File: config.mk
export PLATFORM = sky130hd
export DESIGN_NAME = hdmi_frame_ctrl_flat
export DESIGN_NICKNAME = d
export VERILOG_FILES = /design/src/rtl/hdmi_pkg.sv /design/src/rtl/hdmi_frame_ctrl_if.sv /design/src/rtl/hdmi_line_checker.sv /design/src/rtl/hdmi_frame_ctrl.sv /design/src/flat_wrapper.sv
export SDC_FILE = /design/constraint.sdc
export NUM_CORES = 1
export LEC_CHECK = 0
export BUFFER_PORTS_ARGS = -buffer_cell sky130_fd_sc_hd__buf_2
export CAP_MARGIN = 0
export CORE_ASPECT_RATIO = 1.2
export CORE_MARGIN = 3
export CORE_UTILIZATION = 50
export DETAILED_ROUTE_END_ITERATION = 8
export GPL_ROUTABILITY_DRIVEN = 1
export PLACE_DENSITY = 0.89
export SYNTH_ARGS = -nofsm -noshare
export SYNTH_HDL_FRONTEND = slang
export SYNTH_HIERARCHICAL = 1
export SYNTH_SLANG_ARGS = --single-unit
export TNS_END_PERCENT = 50
File: constraint.sdc
create_clock -name clk -period 3.45 [get_ports clk]
set_clock_uncertainty 0.05 [all_clocks]
set_input_delay 0.69 -clock clk [delete_from_list [all_inputs] [get_ports clk]]
set_output_delay 0.69 -clock clk [all_outputs]
set_load 0.03 [all_outputs]
File: src/rtl/hdmi_pkg.sv
`default_nettype none
// ---------------------------------------------------------------------------
// hdmi_pkg : shared state encoding, pixel bus type and line-geometry helper
// Rev 1.0
// ---------------------------------------------------------------------------
package hdmi_pkg;

  typedef enum logic [1:0] {
    IDLE    = 2'd0,
    WAIT_VS = 2'd1,
    ACTIVE  = 2'd2,
    DROP    = 2'd3
  } state_t;

  localparam int PIX_N = 2;

  typedef logic signed [PIX_N-1:0][7:0] pix_bus_t;

  function automatic int bpl(input int n, input int x_res);
    return x_res / n;
  endfunction

endpackage
`default_nettype wire

File: src/rtl/hdmi_frame_ctrl_if.sv
`default_nettype none
// ---------------------------------------------------------------------------
// hdmi_frame_ctrl_if : HDMI pixel stream (syncs, valid, Y/Cr/Cb beats)
// Rev 1.0
// ---------------------------------------------------------------------------
interface hdmi_frame_ctrl_if #(
  parameter int N = 2
);

  logic                     v_sync;
  logic                     h_sync;
  logic                     data_valid;
  logic signed [N-1:0][7:0] data_y;
  logic signed [N-1:0][7:0] data_cr;
  logic signed [N-1:0][7:0] data_cb;

  modport master (
    output v_sync, h_sync, data_valid, data_y, data_cr, data_cb
  );

  modport slave (
    input v_sync, h_sync, data_valid, data_y, data_cr, data_cb
  );

endinterface
`default_nettype wire

File: src/rtl/hdmi_line_checker.sv
`default_nettype none
// ---------------------------------------------------------------------------
// hdmi_line_checker : counts beats per valid run and completed lines per frame
// Rev 1.0
// ---------------------------------------------------------------------------
module hdmi_line_checker #(
  parameter int BPL   = 1080,
  parameter int Y_RES = 1200
) (
  input  logic clk,
  input  logic rst,
  input  logic clear,
  input  logic valid,
  output logic line_ok,
  output logic line_bad,
  output logic overrun,
  output logic frame_full,
  output logic mid_frame
);

  localparam int BW = $clog2(BPL + 2);
  localparam int LW = $clog2(Y_RES + 1);

  localparam logic [BW-1:0] BPL_B   = BW'(BPL);
  localparam logic [BW-1:0] BEAT_MAX = BW'(BPL + 1);
  localparam logic [LW-1:0] LINE_LAST = LW'(Y_RES - 1);
  localparam logic [LW-1:0] LINE_FULL = LW'(Y_RES);

  logic [BW-1:0] beat_cnt;
  logic [LW-1:0] line_cnt;

  // Line end is the first cycle with valid low after a run.
  assign line_ok    = !valid && (beat_cnt == BPL_B);
  assign line_bad   = !valid && (beat_cnt != '0) && (beat_cnt != BPL_B);
  assign overrun    = valid && (beat_cnt == BPL_B);
  assign frame_full = line_ok && (line_cnt == LINE_LAST);
  assign mid_frame  = (line_cnt != '0);

  always_ff @(posedge clk) begin
    if (rst || clear) begin
      beat_cnt <= '0;
      line_cnt <= '0;
    end else if (valid) begin
      if (beat_cnt != BEAT_MAX)
        beat_cnt <= beat_cnt + BW'(1);
    end else begin
      beat_cnt <= '0;
      if (line_ok && (line_cnt != LINE_FULL))
        line_cnt <= line_cnt + LW'(1);
    end
  end

endmodule
`default_nettype wire

File: src/rtl/hdmi_frame_ctrl.sv
`default_nettype none
// ---------------------------------------------------------------------------
// hdmi_frame_ctrl : gates an HDMI stream to whole, well-formed frames only
// Rev 1.0
// ---------------------------------------------------------------------------
module hdmi_frame_ctrl
  import hdmi_pkg::*;
#(
  parameter int N     = 2,
  parameter int X_RES = 2160,
  parameter int Y_RES = 1200,
  parameter int CNT_W = 16
) (
  input  logic                 clk,
  input  logic                 rst,
  input  logic                 ctrl_enable,
  input  logic                 ctrl_single,
  hdmi_frame_ctrl_if.slave     hdmi,
  hdmi_frame_ctrl_if.master    fwd,
  output logic                 out_resync,
  output logic                 sts_busy,
  output logic                 sts_frame_done,
  output logic                 sts_err_line,
  output logic                 sts_err_frame,
  output logic [CNT_W-1:0]     sts_frame_cnt,
  output logic [CNT_W-1:0]     sts_drop_cnt
);

  localparam int BPL = bpl(N, X_RES);

  state_t state, state_n;
  logic   single_mode, single_n;
  logic   long_armed;
  logic   pass_beat, done_n, err_line_n, err_frame_n, drop_n;
  logic   line_ok, line_bad, overrun, frame_full, mid_frame;
  logic   stopped;

  hdmi_line_checker #(
    .BPL   (BPL),
    .Y_RES (Y_RES)
  ) u_line_checker (
    .clk        (clk),
    .rst        (rst),
    .clear      (hdmi.v_sync),
    .valid      (hdmi.data_valid),
    .line_ok    (line_ok),
    .line_bad   (line_bad),
    .overrun    (overrun),
    .frame_full (frame_full),
    .mid_frame  (mid_frame)
  );

  assign stopped  = !ctrl_enable && !single_mode;
  assign sts_busy = (state != IDLE);

  always_ff @(posedge clk) begin
    if (rst) state <= IDLE;
    else     state <= state_n;
  end

  always_comb begin
    state_n     = state;
    single_n    = single_mode;
    pass_beat   = 1'b0;
    done_n      = 1'b0;
    err_line_n  = 1'b0;
    err_frame_n = 1'b0;
    drop_n      = 1'b0;
    case (state)
      IDLE: begin
        if (ctrl_enable || ctrl_single) begin
          single_n = ctrl_single && !ctrl_enable;
          state_n  = WAIT_VS;
        end
      end
      WAIT_VS: begin
        if (stopped)
          state_n = IDLE;
        else if (hdmi.v_sync)
          state_n = ACTIVE;
        else if (hdmi.data_valid && long_armed)
          err_frame_n = 1'b1;
      end
      ACTIVE: begin
        // v_sync wins over any beat or line event in the same cycle.
        if (hdmi.v_sync) begin
          if (mid_frame) begin
            err_frame_n = 1'b1;
            drop_n      = 1'b1;
          end
        end else if (overrun || line_bad) begin
          err_line_n = 1'b1;
          drop_n     = 1'b1;
          state_n    = DROP;
        end else begin
          pass_beat = hdmi.data_valid;
          if (frame_full) begin
            done_n  = 1'b1;
            state_n = (ctrl_enable && !single_mode) ? WAIT_VS : IDLE;
          end
        end
      end
      DROP: begin
        if (hdmi.v_sync)
          state_n = stopped ? IDLE : ACTIVE;
      end
      default: state_n = IDLE;
    endcase
  end

  always_ff @(posedge clk) begin
    if (rst) begin
      fwd.v_sync     <= 1'b0;
      fwd.h_sync     <= 1'b0;
      fwd.data_valid <= 1'b0;
      fwd.data_y     <= '0;
      fwd.data_cr    <= '0;
      fwd.data_cb    <= '0;
      out_resync     <= 1'b0;
      sts_frame_done <= 1'b0;
      sts_err_line   <= 1'b0;
      sts_err_frame  <= 1'b0;
      sts_frame_cnt  <= '0;
      sts_drop_cnt   <= '0;
      single_mode    <= 1'b0;
      long_armed     <= 1'b0;
    end else begin
      fwd.v_sync     <= hdmi.v_sync;
      fwd.h_sync     <= hdmi.h_sync;
      fwd.data_valid <= pass_beat;
      fwd.data_y     <= hdmi.data_y;
      fwd.data_cr    <= hdmi.data_cr;
      fwd.data_cb    <= hdmi.data_cb;
      out_resync     <= drop_n;
      sts_frame_done <= done_n;
      sts_err_line   <= err_line_n;
      sts_err_frame  <= err_frame_n;
      single_mode    <= single_n;
      if (done_n)
        sts_frame_cnt <= sts_frame_cnt + CNT_W'(1);
      if (drop_n)
        sts_drop_cnt <= sts_drop_cnt + CNT_W'(1);
      // Armed only between a completed frame and the next v_sync, so a long
      // frame is reported once.
      if (done_n)
        long_armed <= (state_n == WAIT_VS);
      else if ((state != WAIT_VS) || hdmi.v_sync || err_frame_n)
        long_armed <= 1'b0;
    end
  end

endmodule
`default_nettype wire

File: src/flat_wrapper.sv
// flat-port wrapper written by rule: the top's interface ports become plain ports
module hdmi_frame_ctrl_flat import hdmi_pkg::*;
#(
  parameter int N     = 2,
  parameter int X_RES = 2160,
  parameter int Y_RES = 1200,
  parameter int CNT_W = 16
)
  (clk, rst, ctrl_enable, ctrl_single, out_resync, sts_busy, sts_frame_done, sts_err_line, sts_err_frame, sts_frame_cnt, sts_drop_cnt, hdmi_v_sync, hdmi_h_sync, hdmi_data_valid, hdmi_data_y, hdmi_data_cr, hdmi_data_cb, fwd_v_sync, fwd_h_sync, fwd_data_valid, fwd_data_y, fwd_data_cr, fwd_data_cb);
  hdmi_frame_ctrl_if #(.N(N)) hdmi_i ();
  hdmi_frame_ctrl_if #(.N(N)) fwd_i ();
  input  logic clk;
  input  logic rst;
  input  logic ctrl_enable;
  input  logic ctrl_single;
  output logic out_resync;
  output logic sts_busy;
  output logic sts_frame_done;
  output logic sts_err_line;
  output logic sts_err_frame;
  output logic [CNT_W-1:0] sts_frame_cnt;
  output logic [CNT_W-1:0] sts_drop_cnt;
  input wire logic [$bits(hdmi_i.v_sync)-1:0] hdmi_v_sync;
  input wire logic [$bits(hdmi_i.h_sync)-1:0] hdmi_h_sync;
  input wire logic [$bits(hdmi_i.data_valid)-1:0] hdmi_data_valid;
  input wire logic [$bits(hdmi_i.data_y)-1:0] hdmi_data_y;
  input wire logic [$bits(hdmi_i.data_cr)-1:0] hdmi_data_cr;
  input wire logic [$bits(hdmi_i.data_cb)-1:0] hdmi_data_cb;
  output wire logic [$bits(fwd_i.v_sync)-1:0] fwd_v_sync;
  output wire logic [$bits(fwd_i.h_sync)-1:0] fwd_h_sync;
  output wire logic [$bits(fwd_i.data_valid)-1:0] fwd_data_valid;
  output wire logic [$bits(fwd_i.data_y)-1:0] fwd_data_y;
  output wire logic [$bits(fwd_i.data_cr)-1:0] fwd_data_cr;
  output wire logic [$bits(fwd_i.data_cb)-1:0] fwd_data_cb;
  assign hdmi_i.v_sync = hdmi_v_sync;
  assign hdmi_i.h_sync = hdmi_h_sync;
  assign hdmi_i.data_valid = hdmi_data_valid;
  assign hdmi_i.data_y = hdmi_data_y;
  assign hdmi_i.data_cr = hdmi_data_cr;
  assign hdmi_i.data_cb = hdmi_data_cb;
  assign fwd_v_sync = fwd_i.v_sync;
  assign fwd_h_sync = fwd_i.h_sync;
  assign fwd_data_valid = fwd_i.data_valid;
  assign fwd_data_y = fwd_i.data_y;
  assign fwd_data_cr = fwd_i.data_cr;
  assign fwd_data_cb = fwd_i.data_cb;
  hdmi_frame_ctrl #(.N(N), .X_RES(X_RES), .Y_RES(Y_RES), .CNT_W(CNT_W)) u_core (.clk(clk), .rst(rst), .ctrl_enable(ctrl_enable), .ctrl_single(ctrl_single), .hdmi(hdmi_i), .fwd(fwd_i), .out_resync(out_resync), .sts_busy(sts_busy), .sts_frame_done(sts_frame_done), .sts_err_line(sts_err_line), .sts_err_frame(sts_err_frame), .sts_frame_cnt(sts_frame_cnt), .sts_drop_cnt(sts_drop_cnt));
endmodule
==> results of run 1 <==
kinds of logic (layout without fill, tap and decap cells):
logic type	count (synthesis)	after routing
flip-flops	113	113
adder cells (fa/ha/maj)	11	11
buffers and inverters	40	194
AO/OA/AOI/OAI	48	48
multiplexers	3	3
XOR/XNOR	34	34
AND/OR/NAND/NOR	220	220
path summary, 6_finish.rpt:
path                                             startpoint                                        endpoint  slack [ps]  cells past startpoint
max          u_core/u_line_checker/beat_cnt[2]$_SDFFE_PP0P_           u_core/sts_frame_cnt[13]$_SDFFE_PP0P_         190                      8
min                                          hdmi_data_y[4]                 u_core/fwd.data_y[4]$_SDFF_PP0_         350                      2
max reg2reg  u_core/u_line_checker/beat_cnt[2]$_SDFFE_PP0P_           u_core/sts_frame_cnt[13]$_SDFFE_PP0P_         190                      8
min reg2reg  u_core/u_line_checker/line_cnt[9]$_SDFFE_PP0P_  u_core/u_line_checker/line_cnt[9]$_SDFFE_PP0P_         450                      2
sequential cells by signal, indices dropped and copies added (netlist names):
name	cells
u_core/fwd.data_cb	16
u_core/long_armed	1
u_core/u_line_checker/beat_cnt	11
u_core/fwd.v_sync	1
u_core/single_mode	1
u_core/fwd.data_cr	16
u_core/out_resync	1
u_core/state	2
u_core/u_line_checker/line_cnt	11
u_core/sts_frame_cnt	16
u_core/fwd.data_valid	1
u_core/sts_drop_cnt	16
u_core/fwd.data_y	16
u_core/sts_err_line	1
u_core/sts_frame_done	1
u_core/sts_err_frame	1
u_core/fwd.h_sync	1
Yosys cell counts (all sizes together), types with 12 or more instances:
cell type and number:
xor2 16, nor2b 50, inv 18, nor3 12, nand4 13, a21oi 14
nor2 47, xnor2 18, nand3 19, dfxtp 113, o21ai 12, nand2 23
routing by layer:
layer / share of wire, % / track usage (%) / vias up / wire length (um)
li1: - / - / 1894 / -
met5: 0 / 0 / - / 0
met4: 1.5 / 6.90 / 0 / 161
met2: 54 / 39.9 / 163 / 5880
met3: 6.4 / 6.16 / 19 / 697
met1: 38 / 22.1 / 1870 / 4220
cell type report:
| class | instances | share of cell area (%) |
|---|---|---|
| sequential | 113 | 39.0 |
| clock inverter | 15 | 2.61 |
| clock buffer | 17 | 7.14 |
| timing repair buffer | 144 | 12.5 |
| inverter | 18 | 1.17 |
| tap | 117 | 2.52 |
| multi-input combinational | 316 | 35.0 |
through the flow:
step                      setup WS [ps]  hold slack [ps]  instance area [um^2]
after global placement              440              431                  5230
after detailed placement            298              440                  5230
after CTS                           261              331                  5800
after floorplan                     293              416                  4460
after global routing               91.4              334                  5800
final                               191              350                  5800
power breakdown:
part | leakage (uW) | switching, uW | internal [uW]
sequential | 0.000925 | 22.6 | 1350
clock | 0.000274 | 649 | 977
combinational | 0.00134 | 188 | 98.0
==> metrics.log, run 1 <==
[metrics] number of violations reported at the end of detailed-routing iteration 0: 196
[metrics] share of the clock period used by the worst path: 94.5%
[metrics] number of instances in the synthesized netlist: 469
[metrics] Max-cap violations: 0
[metrics] leakage power: 0.00254 uW
[metrics] global-route usage over all layers: 21.0%
[metrics] number of global-route vias before repair: 3651
[metrics] setup repair after global routing missed its margin: no
[metrics] router iterations before antenna repair: 4
[metrics] register clock-pin slew on the reported worst setup and hold paths: 60 ps
[metrics] vias after detailed routing: 3946
[metrics] area of the multi-input gates: 2030 um^2
[metrics] area fraction in compound gates after synthesis: 6.78%
[metrics] area share of the largest cell type after synthesis: 50.7%
[metrics] relative max-transition margin: 39.5%
[metrics] Final Slew Violations: 0
[metrics] sequence of cells on the critical path: or4_4 > or4_1 > nor3_1 > nor4b_4 > and3_1 > nand3_2 > or3_1 > a21oi_1
[metrics] Layout fillers: 658
[metrics] initial core utilization: 51.6%
[metrics] Synth-to-Final Area Change: 29.9%
[metrics] run status: finished clean
[metrics] IR drop worst, VDD: 0.000377 V
[metrics] H-tree Lvls: 4
[metrics] top cell family by delay on the critical path: simple AND/OR/NAND/NOR gates
[metrics] standard-cell rows: 37
[metrics] count of endpoints failing setup in the final report: 0
[metrics] number of synthesis warnings: 6
[metrics] Synth area leaders: dfxtp_1 51%, nor2b_1 7.0%, nor2_1 4.0%, xnor2_1 3.5%, xor2_1 3.1%
[metrics] Inserted Clock Buffers: 17
[metrics] height of the die: 110 um
[metrics] number of buffers added on ports: 142
[metrics] category of the critical setup timing path: register to register
[metrics] share of synthesized cell area in and, or, nand and nor gates: 28.3%
[metrics] Inst Count DP: 708
[metrics] number of diodes added for antenna fixing: 0
[metrics] time the worst path needs with I/O delays and setup: 3260 ps
[metrics] area of the core region: 8660 um^2
[metrics] cell type contributing the most total cell area after synthesis: dfxtp_1
[metrics] commonest non-fill, non-tap cell in the layout: buf_2
[metrics] post-synth design cell area: 4460 um^2
[metrics] sum of overflow across all layers after global routing: 0
[metrics] data arrival time of the worst path: 3630 ps
[metrics] master cell of the clock root buffer: clkbuf_8
[metrics] final net count: 676
[metrics] pin count of the biggest net entering global routing: 53
[metrics] prevailing post-synth register cell: dfxtp_1
[metrics] largest family of logic cells by synthesized area: simple AND/OR/NAND/NOR gates
[metrics] maximum fanout count along the critical path: 6
[metrics] total setup buffers inserted after CTS: 0
[metrics] hold-fix buffer count after cts: 0
[metrics] sequential-to-total area share from yosys stat: 50.7%
[metrics] antenna violations before repair: 0
[metrics] DIE AREA: 10100 um^2
[metrics] Syn Area/Cell: 9.52 um^2
[metrics] synthesized netlist net count: 535
[metrics] placed wire-length estimate after detailed placement: 7.60 mm
[metrics] setup_tns: 0 ps
[metrics] share of synthesized area spent on multiplexers: 0.673%
[metrics] XOR/XNOR share of the synthesized area: 6.67%
[metrics] EDFF count, synth: 0
[metrics] overall power of the completed layout: 3280 uW
[metrics] TritonCTS clock tree: yes
[metrics] WL final: 11.0 mm
[metrics] first-pass GRT wire length: 16.9 mm
[metrics] post-synthesis sequential element count: 113
[metrics] count of antenna-violating nets left after detailed routing: 0
[metrics] buffers and inverters on the worst path: 0
[metrics] post-route insts no fill: 740
[metrics] Critical Path RT: 3820 ps
[metrics] highest clock frequency the design can meet: 0.307 GHz
[metrics] per-cell routed wire length: 14.8 um
[metrics] largest incremental delay on the critical path: 560 ps
[metrics] TritonCTS sink count: 113
[metrics] fraction of the core area covered by cells at the end of the flow: 67.0%
[metrics] fraction of layout cells with a size suffix above 1: 29.9%
[metrics] last weighted congestion value of the routability-driven placer: 0.894
[metrics] post-cts resize count: 0
[metrics] area occupied by registers: 2260 um^2
[metrics] IO Count: 143
[metrics] measured slew at the worst slew-check pin: 907 ps
[metrics] top library cells by usage in the layout, fill and taps aside: 142 x buf_2, 113 x dfxtp_1, 50 x nor2b_1, 47 x nor2_1, 23 x nand2_1
[metrics] DRC Markers: 0
[metrics] Tightest Hold Check Type: input port to register
[metrics] ratio of total power to cell area: 566 nW/um^2
[metrics] x dimension of the die: 92.3 um
[metrics] kind of end point of the critical path: register
[metrics] adder-cell share of the synthesized area: 3.08%
[metrics] FFs w/ async S/R, synth: 0%
[metrics] post-synthesis cell type count: 55
[metrics] ratio of routed vias to standard cells: 5.33
[metrics] maximum root-to-sink buffer count: 2
[metrics] number of failing hold endpoints at the final stage: 0
[metrics] launching element type of the critical path: register
[metrics] clock latency at the later pin of the worst-skew pair: 500 ps
[metrics] slowest library cell on the worst path: or4_4
No activity file was read; power rests on OpenSTA's default activity.
==> inputs of run 2 (changes only) <==
--- a/config.mk
+++ b/config.mk
@@ -9,10 +9,10 @@
 export CAP_MARGIN = 0
 export CORE_ASPECT_RATIO = 1.2
 export CORE_MARGIN = 3
-export CORE_UTILIZATION = 50
+export CORE_UTILIZATION = 54
 export DETAILED_ROUTE_END_ITERATION = 8
 export GPL_ROUTABILITY_DRIVEN = 1
-export PLACE_DENSITY = 0.89
+export PLACE_DENSITY = 0.94
 export SYNTH_ARGS = -nofsm -noshare
 export SYNTH_HDL_FRONTEND = slang
 export SYNTH_HIERARCHICAL = 1
==> constraint.sdc (replaced) <==
create_clock -name clk -period 3.9 [get_ports clk]
set_clock_uncertainty 0.05 [all_clocks]
set_input_delay 0.78 -clock clk [delete_from_list [all_inputs] [get_ports clk]]
set_output_delay 0.78 -clock clk [all_outputs]
set_load 0.03 [all_outputs]
==> run 2 against run 1 <==
Net effect: non-clock buffer count stayed put; sequential share of layout area rose by 0.084 points; count of clock-buffer cells in the layout is 1 higher; highest routed layer unchanged; flip-flop and latch count did not move; global-route usage up 2.7 points; sequential power decreased by 12%; critical path type unchanged.
==> metrics.log, run 2 (synthesis gave the netlist of run 1 again) <==
[metrics] clock latency at the later pin of the worst-skew pair: 500 ps (about the same)
[metrics] largest incremental delay on the critical path: 570 ps (was 560 ps)
[metrics] launching element type of the critical path: register (unchanged)
[metrics] global-route usage over all layers: 23.6% (was 21.0%)
[metrics] fraction of layout cells with a size suffix above 1: 29.9% (unchanged)
[metrics] setup_tns: 0 ps (unchanged)
[metrics] vias after detailed routing: 3982 (was 3946)
[metrics] commonest non-fill, non-tap cell in the layout: buf_2 (unchanged)
[metrics] maximum root-to-sink buffer count: 2 (unchanged)
[metrics] overall power of the completed layout: 2960 uW (was 3280 uW)
[metrics] maximum fanout count along the critical path: 6 (unchanged)
[metrics] Synth-to-Final Area Change: 29.6% (was 29.9%)
[metrics] relative max-transition margin: 24.3% (was 39.5%)
[metrics] DRC Markers: 0 (unchanged)
[metrics] number of violations reported at the end of detailed-routing iteration 0: 220 (was 196)
[metrics] Tightest Hold Check Type: input port to register (unchanged)
[metrics] register clock-pin slew on the reported worst setup and hold paths: 60 ps (about the same)
[metrics] sequence of cells on the critical path: or4_4 > or4_1 > nor3_1 > nor4b_4 > and3_1 > nand3_2 > or3_1 > a21oi_1 (unchanged)
[metrics] Inserted Clock Buffers: 17 (unchanged)
[metrics] post-route insts no fill: 715 (was 740)
[metrics] number of failing hold endpoints at the final stage: 0 (unchanged)
[metrics] last weighted congestion value of the routability-driven placer: 0.863 (was 0.894)
[metrics] placed wire-length estimate after detailed placement: 7.56 mm (was 7.60 mm)
[metrics] highest clock frequency the design can meet: 0.304 GHz (was 0.307 GHz)
[metrics] Min Hold Slack: 433 ps (was 350 ps)
[metrics] H-tree Lvls: 4 (unchanged)
[metrics] TritonCTS sink count: 113 (unchanged)
[metrics] per-cell routed wire length: 15.7 um (was 14.8 um)
[metrics] pin count of the biggest net entering global routing: 65 (was 53)
[metrics] setup repair after global routing missed its margin: no (unchanged)
[metrics] Layout fillers: 502 (was 658)
[metrics] area of the core region: 7840 um^2 (was 8660 um^2)
[metrics] TritonCTS clock tree: yes (unchanged)
[metrics] measured slew at the worst slew-check pin: 1140 ps (was 907 ps)
[metrics] height of the die: 106 um (was 110 um)
[metrics] antenna violations before repair: 0 (unchanged)
[metrics] x dimension of the die: 89 um (was 92.3 um)
[metrics] IR drop worst, VDD: 0.000283 V (was 0.000377 V)
[metrics] post-cts resize count: 0 (unchanged)
[metrics] master cell of the clock root buffer: clkbuf_8 (unchanged)
[metrics] slowest library cell on the worst path: or4_4 (unchanged)
[metrics] router iterations before antenna repair: 4 (unchanged)
[metrics] hold-fix buffer count after cts: 0 (unchanged)
[metrics] number of global-route vias before repair: 3804 (was 3651)
[metrics] WL final: 11.2 mm (was 11.0 mm)
[metrics] time the worst path needs with I/O delays and setup: 3290 ps (was 3260 ps)
[metrics] sum of overflow across all layers after global routing: 0 (unchanged)
[metrics] initial core utilization: 57.0% (was 51.6%)
[metrics] Critical Path RT: 4260 ps (was 3820 ps)
[metrics] number of diodes added for antenna fixing: 0 (unchanged)
[metrics] top library cells by usage in the layout, fill and taps aside: 142 x buf_2, 113 x dfxtp_1, 50 x nor2b_1, 47 x nor2_1, 23 x nand2_1 (unchanged)
[metrics] top cell family by delay on the critical path: simple AND/OR/NAND/NOR gates (unchanged)
[metrics] Inst Count DP: 683 (was 708)
[metrics] count of endpoints failing setup in the final report: 0 (unchanged)
[metrics] DIE AREA: 9400 um^2 (was 10100 um^2)
[metrics] leakage power: 0.00255 uW (was 0.00254 uW)
[metrics] kind of end point of the critical path: register (unchanged)
[metrics] run status: finished clean (unchanged)
[metrics] Max-cap violations: 0 (unchanged)
[metrics] Final Slew Violations: 0 (unchanged)
[metrics] first-pass GRT wire length: 17.5 mm (was 16.9 mm)
[metrics] ratio of routed vias to standard cells: 5.57 (was 5.33)
[metrics] share of the clock period used by the worst path: 84.3% (was 94.5%)
[metrics] IO Count: 143 (unchanged)
[metrics] data arrival time of the worst path: 3640 ps (was 3630 ps)
[metrics] fraction of the core area covered by cells at the end of the flow: 73.8% (was 67.0%)
[metrics] category of the critical setup timing path: register to register (unchanged)
[metrics] buffers and inverters on the worst path: 0 (unchanged)
[metrics] total setup buffers inserted after CTS: 0 (unchanged)
[metrics] ratio of total power to cell area: 511 nW/um^2 (was 566 nW/um^2)
[metrics] count of antenna-violating nets left after detailed routing: 0 (unchanged)
[metrics] final net count: 676 (unchanged)
[metrics] standard-cell rows: 35 (was 37)
[metrics] number of buffers added on ports: 142 (unchanged)
run 2: cell types whose count changed in the layout (fill, tap and decap cells not counted), sizes merged:
cell | previous run | this run
bufinv | 1 | 2
clkbuf | 17 | 18
clkinvlp | 2 | 3
inv | 25 | 22
run 2: final timing paths:
kind / slack (ps) / endpoint / from / depth (start not counted)
min reg2reg: 460 / u_core/u_line_checker/line_cnt[10]$_SDFFE_PP0P_ / u_core/u_line_checker/line_cnt[10]$_SDFFE_PP0P_ / 2
max: 610 / u_core/sts_frame_cnt[15]$_SDFFE_PP0P_ / u_core/u_line_checker/beat_cnt[2]$_SDFFE_PP0P_ / 8
min: 430 / u_core/fwd.data_cb[2]$_SDFF_PP0_ / hdmi_data_cb[2] / 2
max reg2reg: 610 / u_core/sts_frame_cnt[15]$_SDFFE_PP0P_ / u_core/u_line_checker/beat_cnt[2]$_SDFFE_PP0P_ / 8
run 2: routing by layer:
metal  routed length, um  up-vias  track usage (%)
met5                   0        -                0
met4                 264        0             9.57
met3                 869       24             6.88
met2                6040      189             43.3
met1                4070     1871             24.3
li1                    -     1898                -
run 2: layout make-up:
cell class                 count  area (um^2)  share of cell area, %
clock buffer                  18          428                   7.39
clock inverter                14          156                   2.70
inverter                      18         67.6                   1.17
multi-input combinational    316         2030                   35.1
sequential                   113         2260                   39.1
tap                           92          115                   1.99
timing repair buffer         144          726                   12.5
run 2: worst register-to-register path: stages, from the launching register on:
cell and delay, ps:
dfxtp_1 340, or4_4 570, or4_1 510, nor3_1 360
nor4b_4 340, and3_1 370, nand3_2 110, or3_1 350
a21oi_1 190
run 2: where the power goes:
part / switching, uW / leakage [uW] / total [uW] / internal [uW]
clock: 553 / 0.000280 / 1490 / 935
sequential: 21.3 / 0.000925 / 1210 / 1190
combinational: 168 / 0.00134 / 255 / 87.0
total: 742 / 0.00255 / 2960 / 2210
run 2: stage by stage:
| stage | worst slack (ps) | cell area [um^2] |
|---|---|---|
| CTS | 676 | 5790 |
| global placement | 808 | 5200 |
| detailed placement | 672 | 5200 |
| global route | 465 | 5790 |
| floorplan | 743 | 4460 |
| finish | 612 | 5790 |
==> inputs of run 3 (changes only) <==
--- a/config.mk
+++ b/config.mk
@@ -9,10 +9,10 @@
 export CAP_MARGIN = 0
 export CORE_ASPECT_RATIO = 1.2
 export CORE_MARGIN = 3
-export CORE_UTILIZATION = 54
+export CORE_UTILIZATION = 50
 export DETAILED_ROUTE_END_ITERATION = 8
 export GPL_ROUTABILITY_DRIVEN = 1
-export PLACE_DENSITY = 0.94
+export PLACE_DENSITY = 0.89
 export SYNTH_ARGS = -nofsm -noshare
 export SYNTH_HDL_FRONTEND = slang
 export SYNTH_HIERARCHICAL = 1
==> constraint.sdc (replaced) <==
create_clock -name clk -period 3.1 [get_ports clk]
set_clock_uncertainty 0.05 [all_clocks]
set_input_delay 0.62 -clock clk [delete_from_list [all_inputs] [get_ports clk]]
set_output_delay 0.62 -clock clk [all_outputs]
set_load 0.03 [all_outputs]
==> run 3 against run 2 <==
Net effect: largest cell class unchanged; non-clock buffer count is 3 higher; sequential power grew 26%; sequential share of layout area shrank 0.43 points; largest power group unchanged; critical path type unchanged; design area is 1.1% higher; wire length down 3.0%.
==> metrics.log, run 3 (synthesis gave the netlist of run 1 again) <==
[metrics] ratio of routed vias to standard cells: 5.25 (was 5.57)
[metrics] master cell of the clock root buffer: clkbuf_8 (unchanged)
[metrics] x dimension of the die: 92.3 um (was 89 um)
[metrics] fraction of layout cells with a size suffix above 1: 30.5% (was 29.9%)
[metrics] WL final: 10.9 mm (was 11.2 mm)
[metrics] pin count of the biggest net entering global routing: 44 (was 65)
[metrics] height of the die: 110 um (was 106 um)
[metrics] TritonCTS clock tree: yes (unchanged)
[metrics] commonest non-fill, non-tap cell in the layout: buf_2 (unchanged)
[metrics] count of endpoints failing setup in the final report: 0 (unchanged)
[metrics] first-pass GRT wire length: 17.4 mm (was 17.5 mm)
[metrics] switching portion of total power: 26.9% (was 25.1%)
[metrics] placed wire-length estimate after detailed placement: 7.64 mm (was 7.56 mm)
[metrics] number of failing hold endpoints at the final stage: 0 (unchanged)
[metrics] Inserted Clock Buffers: 17 (unchanged)
[metrics] maximum root-to-sink buffer count: 2 (unchanged)
[metrics] top library cells by usage in the layout, fill and taps aside: 142 x buf_2, 113 x dfxtp_1, 50 x nor2b_1, 47 x nor2_1, 23 x nand2_1 (unchanged)
[metrics] number of global-route vias before repair: 3776 (was 3804)
[metrics] H-tree Lvls: 4 (unchanged)
[metrics] final net count: 679 (was 676)
[metrics] Reg power frac: 41.2% (was 41.1%)
[metrics] standard-cell rows: 37 (was 35)
[metrics] per-cell routed wire length: 14.7 um (was 15.7 um)
[metrics] global-route usage over all layers: 21.5% (was 23.6%)
[metrics] launching element type of the critical path: register (unchanged)
[metrics] Max-cap violations: 0 (unchanged)
[metrics] highest clock frequency the design can meet: 0.345 GHz (was 0.304 GHz)
[metrics] count of antenna-violating nets left after detailed routing: 0 (unchanged)
[metrics] area post-placement: 5250 um^2 (was 5200 um^2)
[metrics] Tightest Hold Check Type: input port to register (unchanged)
[metrics] DIE AREA: 10100 um^2 (was 9400 um^2)
[metrics] run status: finished clean (unchanged)
[metrics] number of diodes added for antenna fixing: 0 (unchanged)
[metrics] clock latency at the later pin of the worst-skew pair: 510 ps (was 500 ps)
[metrics] total net switching power: 995 uW (was 742 uW)
[metrics] antenna violations before repair: 0 (unchanged)
[metrics] Synth-to-Final Area Change: 31.1% (was 29.6%)
[metrics] Critical Path RT: 3490 ps (was 4260 ps)
[metrics] DRC Markers: 0 (unchanged)
[metrics] leakage power: 0.00257 uW (was 0.00255 uW)
[metrics] ratio of total power to cell area: 633 nW/um^2 (was 511 nW/um^2)
[metrics] last weighted congestion value of the routability-driven placer: 0.883 (was 0.863)
[metrics] vias after detailed routing: 3898 (was 3982)
[metrics] setup repair after global routing missed its margin: no (unchanged)
[metrics] TritonCTS sink count: 113 (unchanged)
[metrics] measured slew at the worst slew-check pin: 469 ps (was 1140 ps)
[metrics] logic gate share of total power: 8.6% (about the same)
[metrics] category of the critical setup timing path: register to register (unchanged)
[metrics] data arrival time of the worst path: 3290 ps (was 3640 ps)
[metrics] time the worst path needs with I/O delays and setup: 2900 ps (was 3290 ps)
[metrics] IR drop worst, VDD: 0.000332 V (was 0.000283 V)
[metrics] number of buffers added on ports: 142 (unchanged)
[metrics] kind of end point of the critical path: register (unchanged)
[metrics] number of violations reported at the end of detailed-routing iteration 0: 218 (was 220)
[metrics] internal power of the cells: 2710 uW (was 2210 uW)
[metrics] Final Slew Violations: 0 (unchanged)
[metrics] router iterations before antenna repair: 5 (was 4)
[metrics] register clock-pin slew on the reported worst setup and hold paths: 60 ps (about the same)
[metrics] sum of overflow across all layers after global routing: 0 (unchanged)
[metrics] relative max-transition margin: 68.7% (was 24.3%)
[metrics] portion of total power attributed to the clock network: 50.2% (was 50.3%)
[metrics] area of all placed cells without fillers: 5850 um^2 (was 5790 um^2)
[metrics] area of the core region: 8660 um^2 (was 7840 um^2)
[metrics] maximum fanout count along the critical path: 6 (unchanged)
[metrics] initial core utilization: 51.6% (was 57.0%)
[metrics] share of the clock period used by the worst path: 93.6% (was 84.3%)
[metrics] IO Count: 143 (unchanged)
[metrics] setup_tns: 0 ps (unchanged)
-- run 3: changes by cell type in the layout (fill, tap and decap cells not counted), sizes merged --
cell    delta
clkbuf     -1
buf        +3
inv        +6
bufinv     -1
clkinv     -4
-- run 3: power groups by stage --
stage | sequential, uW | combinational (uW) | clock (uW)
global route | 1530 | 345 | 1950
finish | 1530 | 320 | 1860
global placement | 1550 | 305 | 0
floorplan | 1630 | 137 | 0
CTS | 1520 | 318 | 1880
detailed placement | 1560 | 312 | 0
-- run 3: path summary, 6_finish.rpt --
path	startpoint	endpoint	slack, ps	cells after the start
hold reg to reg	u_core/u_line_checker/line_cnt[10]$_SDFFE_PP0P_	u_core/u_line_checker/line_cnt[10]$_SDFFE_PP0P_	460	2
setup reg to reg	u_core/u_line_checker/beat_cnt[2]$_SDFFE_PP0P_	u_core/sts_frame_cnt[13]$_SDFFE_PP0P_	200	8
hold / removal	hdmi_data_cb[7]	u_core/fwd.data_cb[7]$_SDFF_PP0_	260	2
setup / recovery	u_core/u_line_checker/beat_cnt[2]$_SDFFE_PP0P_	u_core/sts_frame_cnt[13]$_SDFFE_PP0P_	200	8
-- run 3: critical path, cell delays in order, from the launching register on --
cell and delay [ps]:
dfxtp_1 350, or4_4 560, or4_1 550, nor3_4 190
nor4b_4 300, and3_4 270, nand3_2 80, or3_1 320
a21oi_1 160
-- run 3: per-layer routing --
layer	track usage (%)	vias up	routed length (um)
met1	23.7	1853	4310
met4	8.81	0	140
met2	38.4	131	5820
met5	0	-	0
met3	6.71	13	641
li1	-	1901	-
-- run 3: layout make-up --
type	instances	area [um^2]
flip-flops and latches	113	2260
clock buffers	17	414
well taps	117	146
inverters	18	67.6
clock inverters	15	164
multi-input cells	316	2050
repair buffers	147	748
fillers	609	2810
-- run 3: stage by stage --
step	utilization, %	power (uW)	setup WS [ps]	hold slack [ps]	cells
after detailed placement	60.7	1870	99.5	437	710
final	67.6	3700	199	263	743
after global placement	60.7	1860	176	434	710
after CTS	67.4	3730	52.6	242	742
after floorplan	-	1760	20.3	416	469
after global routing	67.6	3830	45.0	245	743
-- run 3: repair_timing --
action	CTS	global route
gates resized for setup	0	4
buffers inserted	0	1
hold buffers	0	0
endpoints found under the setup margin	0	5
